--- config.mk ---
export PLATFORM = sky130hd
export DESIGN_NAME = bt656_to_yuv422
export DESIGN_NICKNAME = d
export VERILOG_FILES = /design/src/rtl/bt656_pkg.sv /design/src/rtl/bt656_trs_detect.sv /design/src/rtl/bt656_to_yuv422.sv
export SDC_FILE = /design/constraint.sdc
export NUM_CORES = 1
export LEC_CHECK = 0
export CAP_MARGIN = 20
export CELL_PAD_IN_SITES_DETAIL_PLACEMENT = 1
export CELL_PAD_IN_SITES_GLOBAL_PLACEMENT = 2
export CORE_MARGIN = 3
export CORE_UTILIZATION = 40
export DETAILED_ROUTE_END_ITERATION = 7
export PLACE_DENSITY_LB_ADDON = 0.1
export RECOVER_POWER = 50
export SLEW_MARGIN = 25
export SYNTH_ARGS = -nofsm -noshare
export SYNTH_HDL_FRONTEND = slang
export SYNTH_SLANG_ARGS = --single-unit
--- constraint.sdc ---
create_clock -name clk -period 2.6 [get_ports clk]
set_clock_uncertainty 0.2 [all_clocks]
set_input_delay 0.52 -clock clk [delete_from_list [all_inputs] [get_ports clk]]
set_output_delay 0.52 -clock clk [all_outputs]
set_load 0.02 [all_outputs]
--- src/rtl/bt656_pkg.sv ---
// BT.656 decoder shared definitions.
// TRS codes, XYZ bit map, blanking words, phase roles.
package bt656_pkg;

  localparam logic [9:0] TRS_PRE0 = 10'h3FF;
  localparam logic [9:0] TRS_PRE1 = 10'h000;

  localparam logic [9:0] BLANK_C = 10'h200;
  localparam logic [9:0] BLANK_Y = 10'h040;

  localparam int XYZ_ONE = 9;
  localparam int XYZ_F   = 8;
  localparam int XYZ_V   = 7;
  localparam int XYZ_H   = 6;
  localparam int XYZ_P3  = 5;
  localparam int XYZ_P0  = 2;

  typedef enum logic [1:0] {
    PH_CB = 2'd0,
    PH_Y0 = 2'd1,
    PH_CR = 2'd2,
    PH_Y1 = 2'd3
  } phase_e;

  function automatic logic xyz_prot_ok(logic [9:0] xyz);
    logic       f;
    logic       v;
    logic       h;
    logic [3:0] p;
    f = xyz[XYZ_F];
    v = xyz[XYZ_V];
    h = xyz[XYZ_H];
    p = {v ^ h, f ^ h, f ^ v, f ^ v ^ h};
    return xyz[XYZ_P3:XYZ_P0] == p;
  endfunction

endpackage

--- src/rtl/bt656_trs_detect.sv ---
// 4-word delay line with TRS tagging and XYZ check on the oldest word.
// Ports: clk, rst_n, cke_i, din_i -> w3_o, tag_o, xyz_valid_o, xyz_bad_o, f_o, v_o, h_o.
module bt656_trs_detect
  import bt656_pkg::*;
(
  input  logic       clk,
  input  logic       rst_n,
  input  logic       cke_i,
  input  logic [9:0] din_i,
  output logic [9:0] w3_o,
  output logic       tag_o,
  output logic       xyz_valid_o,
  output logic       xyz_bad_o,
  output logic       f_o,
  output logic       v_o,
  output logic       h_o
);

  logic [9:0] w0_q, w1_q, w2_q, w3_q;
  logic       tag1_q, tag2_q, tag3_q;
  logic       mk1_q, mk2_q, mk3_q;
  logic       trs_now;

  assign trs_now = (w3_q == TRS_PRE0) && (w2_q == TRS_PRE1) &&
                   (w1_q == TRS_PRE1) && w0_q[XYZ_ONE] &&
                   (w0_q[1:0] == 2'b00);

  // The preamble head is tagged directly at exit; the
  // three words behind it carry their tag down the line.
  assign w3_o        = w3_q;
  assign tag_o       = tag3_q | trs_now;
  assign xyz_valid_o = mk3_q & xyz_prot_ok(w3_q);
  assign xyz_bad_o   = mk3_q & ~xyz_prot_ok(w3_q);
  assign f_o         = w3_q[XYZ_F];
  assign v_o         = w3_q[XYZ_V];
  assign h_o         = w3_q[XYZ_H];

  always_ff @(posedge clk or negedge rst_n) begin
    if (!rst_n) begin
      w0_q   <= '0;
      w1_q   <= '0;
      w2_q   <= '0;
      w3_q   <= '0;
      tag1_q <= 1'b0;
      tag2_q <= 1'b0;
      tag3_q <= 1'b0;
      mk1_q  <= 1'b0;
      mk2_q  <= 1'b0;
      mk3_q  <= 1'b0;
    end else if (cke_i) begin
      w0_q   <= din_i;
      w1_q   <= w0_q;
      w2_q   <= w1_q;
      w3_q   <= w2_q;
      tag1_q <= trs_now;
      tag2_q <= tag1_q | trs_now;
      tag3_q <= tag2_q | trs_now;
      mk1_q  <= trs_now;
      mk2_q  <= mk1_q;
      mk3_q  <= mk2_q;
    end
  end

endmodule

--- src/rtl/bt656_to_yuv422.sv ---
// BT.656 word stream to 4:2:2 Y/C pixel stream with regenerated timing.
// Ports: clk, rst_n, cke, din -> pix_cke, yuv_y/c/de/hs/vs, field, locked, xyz_err.
module bt656_to_yuv422
  import bt656_pkg::*;
#(
  parameter int MAX_LINE_WORDS = 4096
) (
  input  logic       clk,
  input  logic       rst_n,
  input  logic       cke,
  input  logic [9:0] din,
  output logic       pix_cke,
  output logic [9:0] yuv_y,
  output logic [9:0] yuv_c,
  output logic       yuv_de,
  output logic       yuv_hs,
  output logic       yuv_vs,
  output logic       field,
  output logic       locked,
  output logic       xyz_err
);

  localparam int CW = $clog2(MAX_LINE_WORDS + 1);
  localparam logic [CW-1:0] CNT_LIM = CW'(MAX_LINE_WORDS);
  localparam logic [CW-1:0] CNT_SAT = CW'(MAX_LINE_WORDS + 1);

  logic [9:0] w3;
  logic       tag;
  logic       xv, xb, xf, xvf, xh;

  bt656_trs_detect u_det (
    .clk         (clk),
    .rst_n       (rst_n),
    .cke_i       (cke),
    .din_i       (din),
    .w3_o        (w3),
    .tag_o       (tag),
    .xyz_valid_o (xv),
    .xyz_bad_o   (xb),
    .f_o         (xf),
    .v_o         (xvf),
    .h_o         (xh)
  );

  phase_e     ph_q, ph_d;
  logic [9:0] cr_q, cr_d;
  logic       ctag_q, ctag_d;
  logic       f_q, f_d, v_q, v_d, h_q, h_d;
  logic       sync_q, sync_d;
  logic       lk_q, lk_d;
  logic [CW-1:0] cnt_q, cnt_d, cnt_inc;
  logic       pix_q, pix_d;
  logic [9:0] y_q, y_d, c_q, c_d;
  logic       de_q, de_d, hs_q, hs_d;
  logic       vs_q, vs_d, fld_q, fld_d;
  logic       err_q, err_d;

  // Counter saturates one past the limit so it never wraps
  // back into the locked range on a long TRS-less stream.
  assign cnt_inc = (cnt_q == CNT_SAT) ? cnt_q : cnt_q + CW'(1);

  always_comb begin
    ph_d   = ph_q;
    cr_d   = cr_q;
    ctag_d = ctag_q;
    f_d    = f_q;
    v_d    = v_q;
    h_d    = h_q;
    sync_d = sync_q;
    lk_d   = lk_q;
    cnt_d  = cnt_q;
    pix_d  = 1'b0;
    y_d    = y_q;
    c_d    = c_q;
    de_d   = de_q;
    hs_d   = hs_q;
    vs_d   = vs_q;
    fld_d  = fld_q;
    err_d  = 1'b0;
    if (cke) begin
      cnt_d = cnt_inc;
      lk_d  = lk_q & (cnt_inc <= CNT_LIM);
      err_d = xb;
      unique case (ph_q)
        PH_CB, PH_CR: begin
          cr_d   = w3;
          ctag_d = tag;
        end
        PH_Y0, PH_Y1: begin
          // Nothing is strobed until the first valid TRS
          // after reset has given the decoder a phase.
          if (sync_q) begin
            pix_d = 1'b1;
            de_d  = ~h_q & ~v_q & lk_d & ~tag & ~ctag_q;
            hs_d  = h_q;
            vs_d  = v_q;
            fld_d = f_q;
            if (!tag) begin
              y_d = w3;
              c_d = cr_q;
            end
          end
        end
        default: ;
      endcase
      ph_d = phase_e'(ph_q + 2'd1);
      // A valid XYZ overrides both phase and lock tracking.
      if (xv) begin
        f_d    = xf;
        v_d    = xvf;
        h_d    = xh;
        cnt_d  = '0;
        lk_d   = 1'b1;
        sync_d = 1'b1;
        ph_d   = PH_CB;
      end
    end
  end

  always_ff @(posedge clk or negedge rst_n) begin
    if (!rst_n) begin
      ph_q   <= PH_CB;
      cr_q   <= '0;
      ctag_q <= 1'b0;
      f_q    <= 1'b0;
      v_q    <= 1'b0;
      h_q    <= 1'b0;
      sync_q <= 1'b0;
      lk_q   <= 1'b0;
      cnt_q  <= '0;
      pix_q  <= 1'b0;
      y_q    <= '0;
      c_q    <= '0;
      de_q   <= 1'b0;
      hs_q   <= 1'b0;
      vs_q   <= 1'b0;
      fld_q  <= 1'b0;
      err_q  <= 1'b0;
    end else begin
      ph_q   <= ph_d;
      cr_q   <= cr_d;
      ctag_q <= ctag_d;
      f_q    <= f_d;
      v_q    <= v_d;
      h_q    <= h_d;
      sync_q <= sync_d;
      lk_q   <= lk_d;
      cnt_q  <= cnt_d;
      pix_q  <= pix_d;
      y_q    <= y_d;
      c_q    <= c_d;
      de_q   <= de_d;
      hs_q   <= hs_d;
      vs_q   <= vs_d;
      fld_q  <= fld_d;
      err_q  <= err_d;
    end
  end

  assign pix_cke = pix_q;
  assign yuv_y   = y_q;
  assign yuv_c   = c_q;
  assign yuv_de  = de_q;
  assign yuv_hs  = hs_q;
  assign yuv_vs  = vs_q;
  assign field   = fld_q;
  assign locked  = lk_q;
  assign xyz_err = err_q;

endmodule

==> results.py, run 1 <==
metrics = {
    "final_layout": {
        "drive_gt1_share_pct": 30.1,
        "fin_nets": 401,
        "antenna_cells": 0,
        "design_area_sq_um": 5220,
        "nFillCells": 1071,
        "fin_cells": 522,
        "syn_to_final_growth_pct": 18.2,
        "fin_util_pct": 49.6,
    },
    "floorplanning": {
        "core_sq_um": 10500,
        "io_pins": 40,
        "die_y_um": 111,
        "row_count": 37,
        "initial_core_util_pct": 42.0,
        "die_w_um": 111,
        "dieArea_sq_um": 12300,
    },
    "timing": {
        "fin_crit_sh_pct": 94.4,
        "finalSetupTns_ns": 0,
        "fmax_mhz": 407,
        "worst_pin_slew_ns": 1.38,
        "drv_slew": 0,
        "setup_viol": 0,
        "rsz0062_at_grt": "no",
        "slew_headroom_pct": 8.29,
        "finalCriticalPeriod_ns": 2.45,
        "finalHoldViolCount": 0,
        "fin_ws_ns": 0.145,
    },
    "critical_path": {
        "slowest_delay_ns": 0.48,
        "start_kind": "flip-flop",
        "r2r_cells": 5,
        "worstPathBufferInverterCount": 0,
        "worstPathMaxFanout": 6,
        "critical_path.top_delay_family": "simple AND/OR/NAND/NOR gates",
        "endpoint_kind": "flip-flop",
        "required_ns": 2.65,
        "arrival_ns": 2.50,
        "worstPathCellList": "xor2_1 > or3_1 > a211oi_2 > and3_1 > mux2_2",
        "r2r-start": "u_det.w3_o[2]$_DFFE_PN0P_",
        "cp_slowest_cell": "dfrtp_1",
        "ff2ff_setup_slack_ns": 0.15,
        "crit_type": "reg2reg",
        "timing.rr.end": "h_q$_DFFE_PN0P_",
    },
    "worst_hold_path": {
        "holdPathEnd": "sync_q$_DFFE_PN0P_",
        "worstHoldStart": "sync_q$_DFFE_PN0P_",
        "min_path_type": "reg2reg",
        "min_path_cells": 1,
    },
    "grt": {
        "grt_pass1_vias": 3000,
        "grt_usage_pct": 15.6,
        "overflow": 0,
        "antenna_found_initial": 0,
        "grt_max_degree": 37,
        "grt_pass1_wl_mm": 15.5,
    },
    "route": {
        "drt_iter0_markers": 106,
        "via_count": 2777,
        "drcViolationCount": 0,
        "via_per_inst": 5.32,
        "totalWireLength_mm": 9.11,
        "firstDrtPassIters": 4,
        "final_antenna_net_count": 0,
        "wl_per_cell_um": 17.5,
    },
    "synth": {
        "synth_area_sq_um": 4410,
        "yosys_register_bits": 102,
        "ys_types": 45,
        "synth_common_cells": "dfrtp_1, mux2_2, inv_1, nand2_1",
        "synth_compound_area_share_pct": 5.76,
        "netlist_instances": 330,
        "synth_top_area_share_pct": 57.8,
        "synth_mux_area_share_pct": 21.1,
        "synth.most_common_cell": "dfrtp_1",
        "synth_top_family_by_area": "multiplexers",
        "yosysTopAreaCell": "dfrtp_1",
        "ys_seq_area_share_pct": 57.8,
        "yosysWarnings": 0,
        "synth_fp_nets": 350,
        "synth_area_leaders": "dfrtp_1, mux2_2, ha_1",
        "syn_area_per_cell_sq_um": 13.4,
        "synth_xor_area_share_pct": 1.79,
        "synth-main-ff-cell": "dfrtp_1",
        "yosys.area_share.simple_pct": 9.38,
        "synth_edf_count": 0,
        "synthAdderAreaFrac_pct": 1.98,
        "async_flop_share_pct": 100,
    },
    "cts": {
        "numCtsBuffers": 9,
        "cts_tree": "built",
        "cts_setup_buffers": 0,
        "cts_max_level": 3,
        "cts-root-buf": "clkbuf_8",
        "clk_pin_slew_ns": 0.09,
        "clk_latency_ns": 0.36,
        "cts.path.max_buffers": 2,
        "clock_sinks": 102,
    },
    "run": {
        "drv_cap": 0,
    },
    "power_and_ir_drop": {
        "pwr-share-comb_pct": 18.3,
        "switching_share_pct": 29.7,
        "seqPwrFrac_pct": 56.9,
        "power_density_nw_per_um2": 689,
        "power_frac_clock_pct": 24.9,
        "internal-power_mw": 2.53,
        "ir_drop_mv": 0.430,
        "switchingPower_mw": 1.07,
        "p_leak_nw": 2.31,
    },
    "placed_design": {
        "place_hpwl_mm": 6.30,
        "io_buffers": 39,
        "dpl_cell_area_sq_um": 5050,
        "gp_congestion": 0.836,
        "place_inst": 505,
        "place_ws_ns": 0.122,
    },
    "outcome": {
        "status": "finished, final reports clean",
    },
}
## how the worst max path moves through the flow
stage | depth (start not counted) | slack [ns] | endpoint | start
2_1_floorplan | 7 | 0.40 | f_q$_DFFE_PN0P_ | u_det.w3_o[8]$_DFFE_PN0P_
3_3_place_gp | 5 | 0.18 | v_q$_DFFE_PN0P_ | u_det.w3_o[2]$_DFFE_PN0P_
3_5_place_dp | 5 | 0.12 | h_q$_DFFE_PN0P_ | u_det.w3_o[2]$_DFFE_PN0P_
4_1_cts | 5 | 0.10 | h_q$_DFFE_PN0P_ | u_det.w3_o[2]$_DFFE_PN0P_
5_1_grt | 5 | 0.007 | h_q$_DFFE_PN0P_ | u_det.w3_o[2]$_DFFE_PN0P_
6_report | 5 | 0.15 | h_q$_DFFE_PN0P_ | u_det.w3_o[2]$_DFFE_PN0P_
## registers in the layout (all words and copies together) (netlist names), 2 cells and up
register / count
cnt_q: 13
cr_q: 10
ph_q: 2
u_det.w0_q: 10
u_det.w1_q: 10
u_det.w2_q: 10
u_det.w3_o: 10
yuv_c: 10
yuv_y: 10
## through the flow
stage	hold WS, ns	power, mW
2_1_floorplan	0.0244	2.48
3_3_place_gp	0.265	2.72
3_5_place_dp	0.255	2.75
4_1_cts	0.279	3.66
5_1_grt	0.322	3.83
6_report	0.279	3.59
## kinds of logic after synthesis
kind of cell,Yosys count
DFF,102
muxes,83
and+or+nand+nor,67
AOI/OAI and AO/OA,38
buffers and inverters,24
xor gates and xnor gates,9
adders and majority gates,7
## cell type report
class	count	area, sq um	area share (%)
flip-flops and latches	102	2550	48.9
multi-input cells	204	1780	34.0
repair buffers	54	514	9.86
well taps	136	170	3.26
clock buffers	12	135	2.59
inverters	10	37.5	0.720
clock inverters	4	31.3	0.600
## layout by cell type, fill, tap and decap left out, types with 3 or more instances in the layout
cell type / synthesis / routed
nor2_1: 9 / 9
inv_1: 10 / 10
nor3_1: 6 / 5
or3_1: 3 / 3
nor4b_1: 4 / 4
clkinvlp_4: 0 / 3
a21oi_1: 7 / 7
o21ai_0: 8 / 8
nor4_1: 6 / 5
mux2i_1: 4 / 4
clkbuf_1: 9 / 4
dfrtp_1: 102 / 102
xnor2_1: 5 / 5
nand2b_1: 6 / 6
o22ai_1: 4 / 4
mux2_2: 77 / 77
ha_1: 7 / 7
clkbuf_8: 0 / 9
a31oi_1: 5 / 5
nand2_1: 10 / 10
and3_1: 4 / 4
xor2_1: 4 / 4
clkdlybuf4s50_1: 0 / 37
buf_4: 0 / 9
nand3_1: 8 / 8
## per-layer routing
| metal | GRT usage, % | vias up | wire length [um] |
|---|---|---|---|
| met5 | 0 | - | 0 |
| met1 | 20.4 | 1450 | 4120 |
| met2 | 26.0 | 28 | 4700 |
| met3 | 4.53 | 6 | 239 |
| met4 | 3.08 | 0 | 57 |
| li1 | - | 1293 | - |
## power groups by stage
stage	clock network (mW)	logic, mW	registers (mW)
global route	1.02	0.730	2.09
CTS	0.942	0.672	2.05
floorplan	0	0.487	1.99
finish	0.894	0.656	2.04
global placement	0	0.651	2.07
detailed placement	0	0.669	2.08
## timing repair
item / 4_1_cts / 5_1_grt
setup endpoints to repair: 0 / 2
endpoints found under the hold margin: 34 / 0
gates resized for setup: 0 / 1
hold buffers: 1 / 0
Power figures use the tool's default switching activity.
==> inputs of run 2 (changes only) <==
--- a/config.mk
+++ b/config.mk
@@ -13,6 +13,7 @@
 export DETAILED_ROUTE_END_ITERATION = 7
 export PLACE_DENSITY_LB_ADDON = 0.1
 export RECOVER_POWER = 50
+export REMOVE_ABC_BUFFERS = 1
 export SLEW_MARGIN = 25
 export SYNTH_ARGS = -nofsm -noshare
 export SYNTH_HDL_FRONTEND = slang
==> results.py, run 2 (synthesis results as in run 1) <==
metrics = {
    "critical_path": {
        "required_ns": 2.65,
        "worstPathMaxFanout": 6,
        "r2r_cells": 6,
        "timing.rr.end": "v_q$_DFFE_PN0P_",
        "start_kind": "flip-flop",
        "critPathLaunch": "u_det.w3_o[6]$_DFFE_PN0P_",
        "crit_type": "reg2reg",
        "r2r-start": "u_det.w3_o[6]$_DFFE_PN0P_",
        "arrival_ns": 2.48,
        "worstPathCellList": "buf_4 > xor2_1 > or3_1 > a211oi_2 > and3_2 > mux2_2",
        "ff2ff_setup_slack_ns": 0.18,
        "cp_slowest_cell": "dfrtp_1",
        "slowest_delay_ns": 0.39,
        "endpoint_kind": "flip-flop",
    },
    "cts": {
        "clock_sinks": 102,
        "numCtsBuffers": 9,
        "cts.path.max_buffers": 2,
        "clk_latency_ns": 0.37,
        "cts_max_level": 3,
        "clk_pin_slew_ns": 0.09,
        "cts-root-buf": "clkbuf_8",
        "cts_tree": "built",
    },
    "run": {
        "drv_cap": 0,
    },
    "route": {
        "final_antenna_net_count": 0,
        "drcViolationCount": 0,
        "wl_per_cell_um": 16.6,
        "via_per_inst": 5.30,
        "via_count": 2753,
        "firstDrtPassIters": 4,
        "totalWireLength_mm": 8.60,
        "drt_iter0_markers": 189,
    },
    "floorplanning": {
        "core_sq_um": 10500,
        "row_count": 37,
        "dieArea_sq_um": 12300,
        "die_y_um": 111,
        "io_pins": 40,
        "die_w_um": 111,
        "initial_core_util_pct": 42.0,
    },
    "final_layout": {
        "fin_nets": 398,
        "drive_gt1_share_pct": 31.9,
        "fin_util_pct": 49.7,
        "largest_register": "cnt_q",
        "antenna_cells": 0,
        "final_common_cell": "dfrtp_1",
        "largest_reg_flops": 13,
        "mostFrequentLayoutCells": "dfrtp_1, mux2_2, clkdlybuf4s50_1",
        "syn_to_final_growth_pct": 18.3,
        "fin_cells": 519,
    },
    "grt": {
        "grt_pass1_vias": 2873,
        "grt_usage_pct": 15.0,
        "grt_max_degree": 103,
        "grt_pass1_wl_mm": 15.1,
        "antenna_found_initial": 0,
        "overflow": 0,
    },
    "power_and_ir_drop": {
        "power.total_mw": 3.67,
        "p_leak_nw": 2.32,
        "ir_drop_mv": 0.342,
        "power_density_nw_per_um2": 703,
    },
    "timing": {
        "slew_headroom_pct": 7.23,
        "worst_pin_slew_ns": 1.39,
        "fmax_mhz": 413,
        "drv_slew": 0,
        "fin_crit_sh_pct": 93.1,
        "finalCriticalPeriod_ns": 2.42,
        "whs_ns": 0.284,
        "setup_viol": 0,
        "finalHoldViolCount": 0,
        "rsz0062_at_grt": "no",
    },
    "worst_hold_path": {
        "min_path_cells": 1,
        "worstHoldStart": "sync_q$_DFFE_PN0P_",
        "min_path_type": "reg2reg",
        "holdPathEnd": "sync_q$_DFFE_PN0P_",
    },
    "placed_design": {
        "place_hpwl_mm": 5.86,
        "gp_congestion": 0.728,
        "place_inst": 501,
        "io_buffers": 39,
    },
    "outcome": {
        "status": "finished, final reports clean",
    },
}
[run 2: cell types whose count changed in the layout (fill, tap and decap cells not counted), sizes merged]
| cell | previous run | this run |
|---|---|---|
| buf | 12 | 11 |
| clkbuf | 16 | 14 |
| clkinv | 0 | 2 |
| clkinvlp | 3 | 0 |
| dlygate4sd3 | 1 | 0 |
| inv | 11 | 13 |
[run 2: timing repair]
action,4_1_cts,5_1_grt
buffers inserted,0,2
resized for setup,0,5
endpoints found under the setup margin,0,16
hold buffers,0,0
[run 2: report_power, final]
part | total (mW) | switching [mW] | internal [mW]
Sequential | 2.03 | 0.209 | 1.82
Combinational | 0.674 | 0.313 | 0.360
Clock | 0.960 | 0.548 | 0.411
[run 2: metrics by stage]
stage / worst slack, ns / instance area, sq um / setup TNS (ns)
finish: 0.179 / 5220 / 0
global route: 0.0294 / 5220 / 0
CTS: 0.0713 / 5210 / 0
detailed placement: 0.0913 / 5020 / 0
global placement: 0.0725 / 5010 / 0
floorplan: -0.471 / 4350 / -9.61
[run 2: final cells by class]
class	instances	area, sq um
fill	1052	5290
sequential	102	2550
multi-input combinational	204	1780
timing repair buffer	51	484
tap	136	170
clock buffer	11	151
clock inverter	5	38.8
inverter	10	37.5
[run 2: routing by layer]
metal  up-vias  GRT usage (%)  wire, um
met1      1418           20.3      3990
li1       1291              -         -
met2        40           24.0      4270
met4         0           4.14        68
met5         -              0         0
met3         4           4.15       268
[run 2: how the worst max path moves through the flow]
stage,endpoint,slack (ns),cells past startpoint
finish,v_q$_DFFE_PN0P_,0.18,6
global route,yuv_de$_DFFE_PN0P_,0.03,8
CTS,v_q$_DFFE_PN0P_,0.07,6
detailed placement,f_q$_DFFE_PN0P_,0.09,6
global placement,cnt_q[6]$_DFFE_PN0P_,0.07,6
floorplan,yuv_c[0]$_DFFE_PN0P_,-0.47,5
[run 2: critical path: cells and delay by family, from the launching register on]
kind / cells / cell delay [ns]
DFF: 1 / 0.39
xor gates and xnor gates: 1 / 0.16
buffers and inverters: 1 / 0.16
AOI/OAI and AO/OA: 1 / 0.35
and+or+nand+nor: 2 / 0.71
muxes: 1 / 0.35
